<file path="config.mk">
export PLATFORM = sky130hd
export DESIGN_NAME = board_seq
export DESIGN_NICKNAME = d
export VERILOG_FILES = /design/src/rtl/board_seq.sv
export SDC_FILE = /design/constraint.sdc
export NUM_CORES = 1
export LEC_CHECK = 0
export CORE_ASPECT_RATIO = 1.25
export CORE_MARGIN = 2
export CORE_UTILIZATION = 30
export CTS_BUF_LIST = sky130_fd_sc_hd__clkbuf_8
export CTS_CLUSTER_SIZE = 20
export DETAILED_ROUTE_END_ITERATION = 12
export GPL_TIMING_DRIVEN = 1
export RECOVER_POWER = 25
export SLEW_MARGIN = 10
export SYNTH_ARGS = -nofsm -noshare
export SYNTH_HDL_FRONTEND = slang
export SYNTH_SLANG_ARGS = --single-unit
</file>
<file path="constraint.sdc">
create_clock -name clk_i -period 5.3 [get_ports clk_i]
set_input_delay 1.06 -clock clk_i [delete_from_list [all_inputs] [get_ports clk_i]]
set_output_delay 1.06 -clock clk_i [all_outputs]
set_load 0.005 [all_outputs]
</file>
<file path="src/rtl/board_seq.sv">
// Board startup/input sequencer: holds the core in reset until PLL lock has been
// stable for a programmable time, debounces push-buttons into press pulses.
module board_seq #(
   parameter int unsigned DEBOUNCE_CYCLES   = 500000,
   parameter int unsigned RESET_HOLD_CYCLES = 1024,
   parameter int unsigned NUM_BTN           = 3
) (
   input  logic               clk_i,
   input  logic               reset_ni,
   input  logic               pll_locked_i,
   input  logic [NUM_BTN-1:0] btn_i,
   output logic               core_reset_o,
   output logic [NUM_BTN-1:0] btn_level_o,
   output logic [NUM_BTN-1:0] btn_press_o,
   output logic [1:0]         state_o,
   output logic               lock_lost_o
);

   localparam logic [1:0] ST_WAIT_LOCK = 2'b00;
   localparam logic [1:0] ST_HOLD      = 2'b01;
   localparam logic [1:0] ST_RUN       = 2'b10;

   localparam int unsigned DB_W   = $clog2(DEBOUNCE_CYCLES);
   localparam int unsigned HOLD_W = $clog2(RESET_HOLD_CYCLES + 1);
   localparam logic [DB_W-1:0]   DB_LAST   = DB_W'(DEBOUNCE_CYCLES - 1);
   localparam logic [HOLD_W-1:0] HOLD_LAST = HOLD_W'(RESET_HOLD_CYCLES - 1);

   logic               lock_meta_q, lock_s_q;
   logic [NUM_BTN-1:0] btn_meta_q, btn_s_q;

   logic [1:0]        state_q, state_d;
   logic [HOLD_W-1:0] hold_cnt_q, hold_cnt_d;
   logic              core_reset_q;
   logic              lock_lost_q, lock_lost_d;

   logic [DB_W-1:0]    db_cnt_q [NUM_BTN];
   logic [DB_W-1:0]    db_cnt_d [NUM_BTN];
   logic [NUM_BTN-1:0] level_q, level_d;
   logic [NUM_BTN-1:0] level_prev_q;
   logic [NUM_BTN-1:0] press_q, press_d;

   logic run_now;
   logic stay_run;

   always_comb begin
      state_d     = state_q;
      hold_cnt_d  = '0;
      lock_lost_d = lock_lost_q;
      case (state_q)
         ST_WAIT_LOCK: begin
            if (lock_s_q) state_d = ST_HOLD;
         end
         ST_HOLD: begin
            // Lock drop takes priority over hold completion.
            if (!lock_s_q)                    state_d = ST_WAIT_LOCK;
            else if (hold_cnt_q == HOLD_LAST) state_d = ST_RUN;
            else                              hold_cnt_d = hold_cnt_q + HOLD_W'(1);
         end
         ST_RUN: begin
            if (!lock_s_q) begin
               state_d     = ST_WAIT_LOCK;
               lock_lost_d = 1'b1;
            end
         end
         default: state_d = ST_WAIT_LOCK;
      endcase
   end

   always_comb begin
      for (int unsigned i = 0; i < NUM_BTN; i++) begin
         level_d[i]  = level_q[i];
         db_cnt_d[i] = '0;
         if (btn_s_q[i] != level_q[i]) begin
            if (db_cnt_q[i] == DB_LAST) level_d[i]  = ~level_q[i];
            else                        db_cnt_d[i] = db_cnt_q[i] + DB_W'(1);
         end
      end
   end

   // A rise only pulses if RUN is held across the pulse edge, so a lock drop suppresses it.
   assign run_now  = (state_q == ST_RUN);
   assign stay_run = run_now && (state_d == ST_RUN);
   assign press_d  = level_q & ~level_prev_q & {NUM_BTN{stay_run}};

   always_ff @(posedge clk_i or negedge reset_ni) begin
      if (!reset_ni) begin
         lock_meta_q  <= 1'b0;
         lock_s_q     <= 1'b0;
         btn_meta_q   <= '0;
         btn_s_q      <= '0;
         state_q      <= ST_WAIT_LOCK;
         hold_cnt_q   <= '0;
         core_reset_q <= 1'b1;
         lock_lost_q  <= 1'b0;
         level_q      <= '0;
         level_prev_q <= '0;
         press_q      <= '0;
         for (int unsigned i = 0; i < NUM_BTN; i++) db_cnt_q[i] <= '0;
      end else begin
         lock_meta_q  <= pll_locked_i;
         lock_s_q     <= lock_meta_q;
         btn_meta_q   <= btn_i;
         btn_s_q      <= btn_meta_q;
         state_q      <= state_d;
         hold_cnt_q   <= hold_cnt_d;
         core_reset_q <= (state_d != ST_RUN);
         lock_lost_q  <= lock_lost_d;
         level_q      <= level_d;
         level_prev_q <= level_q;
         press_q      <= press_d;
         for (int unsigned i = 0; i < NUM_BTN; i++) db_cnt_q[i] <= db_cnt_d[i];
      end
   end

   assign core_reset_o = core_reset_q;
   assign btn_level_o  = level_q & {NUM_BTN{run_now}};
   assign btn_press_o  = press_q;
   assign state_o      = state_q;
   assign lock_lost_o  = lock_lost_q;

endmodule
</file>
# ---- Yosys cells after proc, flatten, opt, wreduce, memory -nomap -nowiden
# Index checks and enable logic that the tools add are counted.
dict set report op_classes {
  n_addsub 4
  n_eq_ne 11
  muxes 14
  n_bitwise 8
  reduce_logical 6
}
# operator count
set op_table {}
lappend op_table {{2-to-1 mux 19 bit} 6}
lappend op_table {{adder 19 x 1 -> 19 bit, second input constant} 3}
lappend op_table {{== test 19 bit, second input constant} 3}
lappend op_table {{2-to-1 mux 11 bit} 3}
lappend op_table {{adder 11 x 1 -> 11 bit, second input constant} 1}
lappend op_table {{== test 11 x 10 -> 1 bit, second input constant} 1}
lappend op_table {{bitwise AND 3 bit} 3}
lappend op_table {{2-to-1 mux 2 bit} 4}
lappend op_table {{AND reduction 2 bit} 4}
lappend op_table {{case mux 2 bit (3 select lines)} 1}
lappend op_table {{== test 2 bit, second input constant} 2}
lappend op_table {{inverter 1 bit} 4}
lappend op_table {{!= test 1 bit} 3}
lappend op_table {{inverter 3 bit} 1}
lappend op_table {{== test 2 x 1 -> 1 bit, second input constant} 1}
lappend op_table {{logical NOT 2 bit} 1}
lappend op_table {{!= test 2 bit, second input constant} 1}
lappend op_table {{logical AND 1 bit} 1}
dict set report word_totals {
  regBits 89
  elab_cells 59
}

# ---- Longest topological paths before layout
# Gate-level depths: netlist of the first run.
dict set report depth {
  depth_word 7
  depth_mapped 6
  ltp_nobuf 5
}

# ---- Worst setup path after synthesis of the first run
# OpenSTA, ideal clock, no wires.
dict set report synth_timing {
  path_type {register -> register}
  start {reg db_cnt_q[0] in the netlist's numbering}
  end {reg db_cnt_q[16] in the netlist's numbering}
  setup_ns 0.078
  t_arrival_ns 1.789
  slack_ns 3.433
  path_stages_with_launch 6
  path_buffers 0
  period_less_slack_ns 1.867
  cell_sequence {dfrtp_1 ha_1 nand4_4 or4_4 or3_1 a21oi_1}
}
# item line_no
set synth_lines {}
lappend synth_lines {{start: declaration} 36} ;# logic [DB_W-1:0] db_cnt_q [NUM_BTN];

# ---- Final worst setup path of the first run
dict set report layout_timing {
  start {reg state_q[1], in the netlist state_o[1]}
  end {out btn_level_o[0]}
}
dict set report layout_via {
  elab_chain_len 2
}
# item line_no
set layout_lines {}
lappend layout_lines {{start: declaration} 31} ;# logic [1:0] state_q, state_d;
lappend layout_lines {{start signal: assignment} 104} ;# state_q <= state_d;
lappend layout_lines {{== test 2 bit} 81} ;# assign run_now = (state_q == ST_RUN);
lappend layout_lines {{bitwise AND 3 bit} 116} ;# assign btn_level_o = level_q & {NUM_BTN{run_now}};
lappend layout_lines {{end: declaration} 13} ;# output logic [NUM_BTN-1:0] btn_level_o,
# No other way between the ends.

==> results of run 1 <==
kinds of logic after synthesis:
group	Yosys count
adders and majority gates	4
buffers and inverters	21
xor gates and xnor gates	50
and+or+nand+nor	191
muxes	3
DFF	89
AOI/OAI and AO/OA	30
stage by stage:
stage	power [W]	area (µm²)	hold WS [ns]	std cells
final	0.00122	4610	0.361	585
after global routing	0.00128	4610	0.373	585
after global placement	0.000753	4410	0.338	569
after CTS	0.00124	4610	0.367	585
after floorplan	0.000730	4070	0.331	388
after detailed placement	0.000754	4410	0.345	569
report_power, final:
group / internal [W] / total, W / switching, W
combinational: 0.0000121 / 0.0000402 / 0.0000281
clock: 0.000233 / 0.000481 / 0.000248
sequential: 0.000688 / 0.000698 / 0.0000101
total: 0.000933 / 0.00122 / 0.000286
path summary, 6_finish.rpt:
kind,cells after the start,to,from
worst max-delay path,3,btn_level_o[0],state_o[1]
worst min-delay path,0,lock_s_q,lock_meta_q
worst max register to register,4,db_cnt_q[3],db_cnt_q[14]
worst min register to register,0,lock_s_q,lock_meta_q
max in group asynchronous,2,db_cnt_q[21],reset_ni
min in group asynchronous,1,hold_cnt_q[3],reset_ni
routing by layer:
layer | wire (µm) | vias to the layer above
met5 | 0 | -
met4 | 192 | 0
met3 | 213 | 16
met2 | 3660 | 33
met1 | 3360 | 1378
li1 | - | 1394
state kept, by name (all words and copies together) (netlist names):
register	cells
btn_meta_q	3
btn_press_o	3
btn_s_q	3
core_reset_o	1
db_cnt_q	57
hold_cnt_q	11
level_prev_q	3
level_q	3
lock_lost_o	1
lock_meta_q	1
lock_s_q	1
state_o	2
worst reg2reg max path, stage by stage, from the launching register on:
cell and delay (ns):
dfrtp_1 0.44, nor4b_1 0.32, nand2_1 0.18, o41ai_4 0.92
nor2_1 0.14
cell usage in the layout, fill, tap and decap left out, types with 5 or more instances in the layout:
master | netlist | layout
dfrtp_1 | 88 | 88
nor2_1 | 57 | 57
xnor2_1 | 33 | 33
nand2_1 | 24 | 24
nand3_1 | 22 | 22
nand4_1 | 18 | 18
xor2_1 | 17 | 17
inv_1 | 15 | 16
nor3_1 | 13 | 13
nor4_1 | 12 | 12
a21oi_1 | 12 | 12
clkdlybuf4s50_1 | 0 | 12
clkbuf_8 | 0 | 10
o21ai_0 | 9 | 9
and2_1 | 7 | 7
or3_1 | 7 | 7
and4_1 | 5 | 5
area by class of cell:
type,instances,area (µm²),share of cell area
Timing Repair Buffer,16,151,0.0328
Sequential cell,89,2230,0.483
Clock inverter,6,65.1,0.0141
Clock buffer,10,138,0.0298
Tap cell,171,214,0.0464
Multi-Input combinational cell,278,1760,0.382
Inverter,15,56.3,0.0122
==> summary.txt, run 1 <==
Drt
  – Number of DRC markers in iteration 0: 129
  – DR vias/cell: 4.82
  – Wire per inst: 12.7 µm
  – Total number of vias: 2,821
  – Drt drc: 0
  – Drt pass-1 iters: 4
  – Final wirelength: 7430 µm
  – Remaining antenna violation count: 0

STA
  – Min Tclk post-route: 2.90 ns
  – FMAX: 345 MHz
  – RSZ-0062 raised after global routing: no
  – Setup TNS: 0 ns
  – Post-route setup slack: 2.40 ns
  – Final period util: 0.547
  – Slew Limit Headroom: -0.333
  – Final Max Slew Viols: 39
  – Final hold vios: 0
  – Final Skew: 0.0159 ns
  – Setup Viol. Count Final: 0
  – Slew @ Worst Pin: 2.00 ns

Logic synthesis
  – Count leader, synth: dfrtp_1
  – Ranking of synthesized cells by area: dfrtp_1 (54%), xnor2_1 (7.1%), nor2_1 (5.3%)
  – YS warnings: 0
  – Commonest cells in the netlist: dfrtp_1 (88), nor2_1 (57), xnor2_1 (33)
  – Syn_nets: 398
  – Area leader, netlist: dfrtp_1
  – Post-Synthesis Cells: 388
  – Simple-Gate Fraction of Synth Area: 0.251
  – Number of synthesized flops with an enable pin: 0
  – FF+latch count, synth: 89
  – Cell Area, Synth: 4070 µm²
  – Largest family of logic cells by synthesized area: simple AND/OR/NAND/NOR gates
  – Synth Area in Adders: 0.0123
  – Sequential-to-total area share from yosys stat: 0.547
  – Compound-Gate Fraction of Synth Area: 0.0525
  – Post-Syn Area per Cell: 10.5 µm²
  – Synth top area share: 0.541
  – Post-synthesis async set-or-reset flop share: 1.00
  – Post-synthesis mux area share: 0.00829
  – Yosys cell types: 42
  – Top_reg_cell synth: dfrtp_1
  – Xor-xnor portion of the synthesized cell area: 0.107

Setup path
  – CP max stage delay: 0.50 ns
  – CP Data Required Time: 4.24 ns
  – CP endpoint kind: output pin
  – R2r setup slk: 3.15 ns
  – Startpoint types: flip-flop
  – Crit-path max FO: 5
  – Slowest cell on the critical path: clkdlybuf4s50_1
  – Top delay family on crit path: simple AND/OR/NAND/NOR gates
  – Critical path class: reg -> out
  – Critical-path cell list: nor2b_1 -> and2_1 -> clkdlybuf4s50_1
  – WP buf/inv: 1
  – WP data arrival: 1.84 ns

Placed design
  – I/O Buffers: 15
  – RePlAce Congestion: 0.803
  – Post-DP HPWL: 5140 µm
  – Setup WS pre-CTS: 2.79 ns

Clock network
  – Sink count of the clock tree: 89
  – H-Tree Depth: 3
  – Post-CTS sizing: 0
  – Clock buffer count from CTS: 9
  – CTS tree: built
  – CTS Root Cell: clkbuf_8
  – Maximum clock path buffer count: 2
  – Post-CTS Setup Inserts: 0
  – Worst-Skew Late Latency: 0.37 ns
  – Clock-pin slew on the worst setup and hold paths: 0.09 ns
  – Post-cts hold buffer count: 0

Global routing
  – Initial antenna violation count: 0
  – Grt total ovfl: 0
  – First-pass GRT wire length: 13,400 µm
  – Met2 track demand over resource: 0.186
  – M1 GR Usage: 0.144
  – Number of global-route vias before repair: 2,854
  – GRT busiest layer: met2
  – Met3 Use GR: 0.0287
  – Pin count of the biggest net entering global routing: 53
  – Total track usage: 0.115

Power
  – Leak Pwr: 1.87 nW
  – Peak supply drop: 106 µV
  – P per Cell Area: 264 nW/µm²

Final layout
  – Layout net count: 419
  – Antenna Cells: 0
  – Layout cells sized above 1: 0.0725
  – Fin util: 0.349
  – Synth-to-layout area growth: 13.2%
  – Fillcell total: 1,375

Die
  – Die Ht: 134 µm
  – Row Count: 47
  – Die X: 108 µm
  – Core box area: 13,200 µm²
  – Ports: 16
  – Initial Utilization: 0.308
  – Die area: 14,500 µm²

Worst hold path
  – Hold crit path type: reg -> reg

Run status
  – Failing checks: max-capacitance violations, max-slew violations
  – Status: finished with violations

Job
  – Max Cap Viol: 1
Power figures use the tool's default switching activity.
==> inputs of run 2 (changes only) <==
- clock period: 5.3 -> 2.69 ns (I/O delays scaled with it)
==> run 2 against run 1 <==
- the run now ends clean
- clock-buffer cell count rose by 1
- first-iteration DRC count fell by 37%
- register-to-register slack got worse by 2.5 ns
- setup slack got worse by 2.1 ns
- critical endpoint unchanged
- utilization rose by 0.10 points
- critical path type unchanged
- clock skew fell by 0.0056 ns
- total power rose by 90%
- global-route usage barely moved
- routed wire length rose by 0.71%
- via count rose by 0.82%
- clock power rose by 78%
- critical path depth did not move
==> summary.txt, run 2 (synthesis results as in run 1) <==
Run status
  – Status: finished clean

Final layout
  – Max reg flops: 57
  – Most frequent cells in the layout: dfrtp_1 (88), nor2_1 (57), xnor2_1 (33)
  – Non-Filler Instances: 590
  – Most common cell after layout, fill and taps aside: dfrtp_1
  – Biggest register: db_cnt_q
  – Synth-to-layout area growth: 13.6%
  – Layout net count: 424
  – Antenna Cells: 0
  – Layout cells sized above 1: 0.0788
  – Top flop regs: db_cnt_q x57, hold_cnt_q x11

Global routing
  – Initial antenna violation count: 0
  – Total track usage: 0.115
  – First-pass GRT wire length: 13,200 µm
  – Grt total ovfl: 0
  – Number of global-route vias before repair: 2,829
  – Pin count of the biggest net entering global routing: 38

Setup path
  – Top delay family on crit path: simple AND/OR/NAND/NOR gates
  – Critical path class: reg -> out
  – WP buf/inv: 1
  – CP max stage delay: 0.50 ns
  – CP endpoint kind: output pin
  – Critical-path cell list: nor2b_1 -> and2_1 -> clkdlybuf4s50_1
  – Slowest cell on the critical path: clkdlybuf4s50_1
  – Startpoint types: flip-flop
  – Crit-path max FO: 5
  – CP Data Required Time: 2.15 ns
  – WP data arrival: 1.80 ns
  – R2r setup slk: 0.70 ns

Placed design
  – Post-DP HPWL: 5330 µm
  – I/O Buffers: 15
  – Placed cell count: 574
  – RePlAce Congestion: 0.777

STA
  – Setup Viol. Count Final: 0
  – Final Max Slew Viols: 0
  – Final period util: 0.871
  – Hold slack: 0.358 ns
  – Final Skew: 0.0104 ns
  – Slew Limit Headroom: 0.0314
  – RSZ-0062 raised after global routing: no
  – Setup TNS: 0 ns
  – FMAX: 427 MHz
  – Final hold vios: 0
  – Min Tclk post-route: 2.34 ns
  – Slew @ Worst Pin: 1.45 ns

Die
  – Row Count: 47
  – Initial Utilization: 0.308
  – Core box area: 13,200 µm²
  – Die X: 108 µm
  – Ports: 16
  – Die Ht: 134 µm
  – Die area: 14,500 µm²

Power
  – P per Cell Area: 500 nW/µm²
  – Peak supply drop: 337 µV
  – Leak Pwr: 1.88 nW

Drt
  – Wire per inst: 12.7 µm
  – Total number of vias: 2,844
  – Final wirelength: 7490 µm
  – Drt pass-1 iters: 4
  – Remaining antenna violation count: 0
  – Drt drc: 0
  – DR vias/cell: 4.82
  – Number of DRC markers in iteration 0: 81

Clock network
  – H-Tree Depth: 3
  – Post-CTS Setup Inserts: 0
  – Clock buffer count from CTS: 9
  – Clock-pin slew on the worst setup and hold paths: 0.08 ns
  – Sink count of the clock tree: 89
  – Post-CTS sizing: 0
  – CTS tree: built
  – Worst-Skew Late Latency: 0.37 ns
  – Maximum clock path buffer count: 2
  – CTS Root Cell: clkbuf_8
  – Post-cts hold buffer count: 0

Worst hold path
  – Hold crit path type: reg -> reg

Job
  – Max Cap Viol: 0
[run 2: stage by stage]
stage	util	area, µm²	total power [W]	setup WS [ns]
detailed placement	0.337	4460	0.00149	0.693
CTS	0.351	4650	0.00236	0.269
global placement	0.337	4460	0.00149	0.703
finish	0.350	4630	0.00232	0.348
global route	0.350	4630	0.00243	0.109
floorplan	-	4070	0.00144	0.823
[run 2: path summary, 6_finish.rpt]
| path | depth (start not counted) | from | end |
|---|---|---|---|
| worst max-delay path | 3 | state_o[0] | btn_level_o[0] |
| worst min-delay path | 0 | btn_meta_q[0] | btn_s_q[0] |
| worst max register to register | 5 | db_cnt_q[0] | db_cnt_q[16] |
| worst min register to register | 0 | btn_meta_q[0] | btn_s_q[0] |
| max in group asynchronous | 2 | reset_ni | db_cnt_q[49] |
| min in group asynchronous | 1 | reset_ni | hold_cnt_q[4] |
[run 2: worst reg2reg max path: cells and delay by family (launching register included)]
kind / cells / cell delay [ns]
flops: 1 / 0.41
fa+ha+maj: 1 / 0.27
simple gates: 3 / 1.09
compound gates: 1 / 0.14
[run 2: layout make-up]
cell class,count,area (µm²)
sequential,89,2230
clock inverter,5,33.8
clock buffer,11,151
inverter,15,56.3
fill,1339,8600
timing repair buffer,21,186
multi-input combinational,278,1760
tap,171,214
[run 2: power breakdown]
| part | switching [W] | total [W] | internal (W) |
|---|---|---|---|
| Sequential | 0.0000199 | 0.00138 | 0.00136 |
| Clock | 0.000471 | 0.000855 | 0.000385 |
| Combinational | 0.0000568 | 0.0000846 | 0.0000278 |
[run 2: per-layer routing]
metal / global-route usage / wire [µm]
met5: 0 / 0
met4: 0.0620 / 181
met3: 0.0267 / 200
met2: 0.190 / 3710
met1: 0.137 / 3390
==> inputs of run 3 (changes only) <==
- CORE_UTILIZATION: 30 -> 63
- PLACE_DENSITY: default -> 0.82
==> run 3 against run 2 <==
- global-route usage is 11 points higher
- via count is 0.84% higher
- maximum frequency is 4.7% higher
- routed wire length is 3.3% lower
- critical path depth stayed put
- cell area is 2.1% lower
- setup slack better by 0.11 ns
- sequential cell count stayed put
- non-clock buffer count is 2 lower
- largest power group unchanged
- the run now ends with max-capacitance violations, max-slew violations left
- final cell count is 15% lower
- die area is 51% lower
==> summary.txt, run 3 (synthesis results as in run 1) <==
Run status
  – Status: finished with violations
  – Failing checks: max-capacitance violations, max-slew violations

Global routing
  – Met2 track demand over resource: 0.370
  – Grt total ovfl: 0
  – M1 GR Usage: 0.275
  – Met3 Use GR: 0.0471
  – Total track usage: 0.223
  – GRT busiest layer: met2
  – Initial antenna violation count: 0
  – Pin count of the biggest net entering global routing: 52
  – First-pass GRT wire length: 12,600 µm
  – Number of global-route vias before repair: 2,905

Clock network
  – Worst-Skew Late Latency: 0.36 ns
  – Clock-pin slew on the worst setup and hold paths: 0.10 ns
  – Post-cts hold buffer count: 0
  – Maximum clock path buffer count: 2
  – CTS Root Cell: clkbuf_8
  – CTS tree: built
  – Sink count of the clock tree: 89
  – H-Tree Depth: 3
  – Post-CTS sizing: 0
  – Post-CTS Setup Inserts: 0
  – Clock buffer count from CTS: 9

Setup path
  – CP endpoint kind: output pin
  – CP Data Required Time: 2.15 ns
  – Critical-path cell list: nor2b_1 -> and2_1 -> clkdlybuf4s50_1
  – RR Endpoint: db_cnt_q[2]
  – WP data arrival: 1.70 ns
  – R2R cell count: 5
  – WP buf/inv: 1
  – Critical R2R Launch: db_cnt_q[14]
  – Top delay family on crit path: buffers and inverters
  – Startpoint types: flip-flop
  – Critical path class: reg -> out
  – Slowest cell on the critical path: clkdlybuf4s50_1
  – R2r setup slk: 0.65 ns
  – CP max stage delay: 0.49 ns
  – Crit-path max FO: 5

Die
  – Ports: 16
  – Die Ht: 93.9 µm
  – Initial Utilization: 0.656
  – Row Count: 32
  – Die X: 75.9 µm
  – Core box area: 6210 µm²
  – Die area: 7130 µm²

STA
  – Slew @ Worst Pin: 2.05 ns
  – Slew Limit Headroom: -0.365
  – FMAX: 447 MHz
  – RSZ-0062 raised after global routing: no
  – Setup TNS: 0 ns
  – Final hold vios: 0
  – Final period util: 0.831
  – Setup Viol. Count Final: 0
  – Min Tclk post-route: 2.24 ns
  – Final Max Slew Viols: 39
  – Post-route setup slack: 0.454 ns
  – Final Skew: 0.0136 ns

Final layout
  – Area of combinational cells with multiple inputs: 1760 µm²
  – Max reg flops: 57
  – Layout net count: 422
  – Biggest register: db_cnt_q
  – Most frequent cells in the layout: dfrtp_1 (88), nor2_1 (57), xnor2_1 (33)
  – Layout cells sized above 1: 0.0791
  – Top flop regs: db_cnt_q x57, hold_cnt_q x11
  – Most common cell after layout, fill and taps aside: dfrtp_1
  – Antenna Cells: 0
  – FF+latch area: 2230 µm²
  – Fillcell total: 448
  – Synth-to-layout area growth: 11.2%
  – Final instance area: 4530 µm²

Power
  – Final Power: 0.00235 W
  – Peak supply drop: 341 µV
  – P per Cell Area: 520 nW/µm²
  – Leak Pwr: 1.87 nW

Placed design
  – Setup WS pre-CTS: 0.679 ns
  – I/O Buffers: 15
  – RePlAce Congestion: 0.846
  – Post-DP Area: 4340 µm²
  – Post-DP HPWL: 5020 µm

Worst hold path
  – Hold crit path type: reg -> reg
  – Min-delay src: btn_meta_q[2]
  – Hold depth: 0
  – Hold EP: btn_s_q[2]

Drt
  – Drt pass-1 iters: 5
  – Wire per inst: 14.4 µm
  – Drt drc: 0
  – Total number of vias: 2,868
  – Final wirelength: 7240 µm
  – DR vias/cell: 5.71
  – Remaining antenna violation count: 0
  – Number of DRC markers in iteration 0: 212

Job
  – Max Cap Viol: 1
-- run 3: cell count changes in the layout (fill, tap and decap cells not counted) --
cell and change:
bufinv_16 +1, clkbuf_8 -2, clkinv_4 -2, inv_1 -2
buf_12 +1, clkinv_2 +2, clkinvlp_4 +3, buf_4 -2
clkbuf_2 -1
-- run 3: cell type report --
| cell class | instances | area share |
|---|---|---|
| Sequential cell | 89 | 0.492 |
| Clock buffer | 9 | 0.0273 |
| Multi-Input combinational cell | 278 | 0.388 |
| Inverter | 15 | 0.0124 |
| Clock inverter | 7 | 0.0157 |
| Tap cell | 85 | 0.0235 |
| Timing Repair Buffer | 19 | 0.0412 |
-- run 3: worst max-delay path by stage --
stage                 startpoint             end  slack (ns)  cells after the start
global route            reset_ni    db_cnt_q[49]        0.28                      1
global placement     db_cnt_q[0]    db_cnt_q[18]        0.77                      5
detailed placement  db_cnt_q[14]    db_cnt_q[12]        0.68                      5
finish                state_o[0]  btn_level_o[0]        0.45                      3
CTS                   state_o[0]  btn_level_o[0]        0.44                      3
floorplan            db_cnt_q[0]    db_cnt_q[16]        0.82                      5
-- run 3: per-layer routing --
metal,part of all wire,vias to the layer above
met1,0.45,1388
met2,0.49,62
met4,0.022,0
met3,0.036,15
met5,0,-
li1,-,1403
-- run 3: power by group --
| group | leakage (nW) | internal [W] | switching, W |
|---|---|---|---|
| clock network | 0.0912 | 0.000427 | 0.000466 |
| logic | 0.567 | 0.0000288 | 0.0000565 |
| registers | 1.21 | 0.00136 | 0.0000193 |
-- run 3: metrics by stage --
| step | instances | hold WS (ns) | utilization |
|---|---|---|---|
| after global routing | 502 | 0.365 | 0.730 |
| after detailed placement | 486 | 0.340 | 0.699 |
| after floorplan | 388 | 0.242 | - |
| final | 502 | 0.364 | 0.730 |
| after global placement | 486 | 0.332 | 0.699 |
| after CTS | 502 | 0.146 | 0.730 |
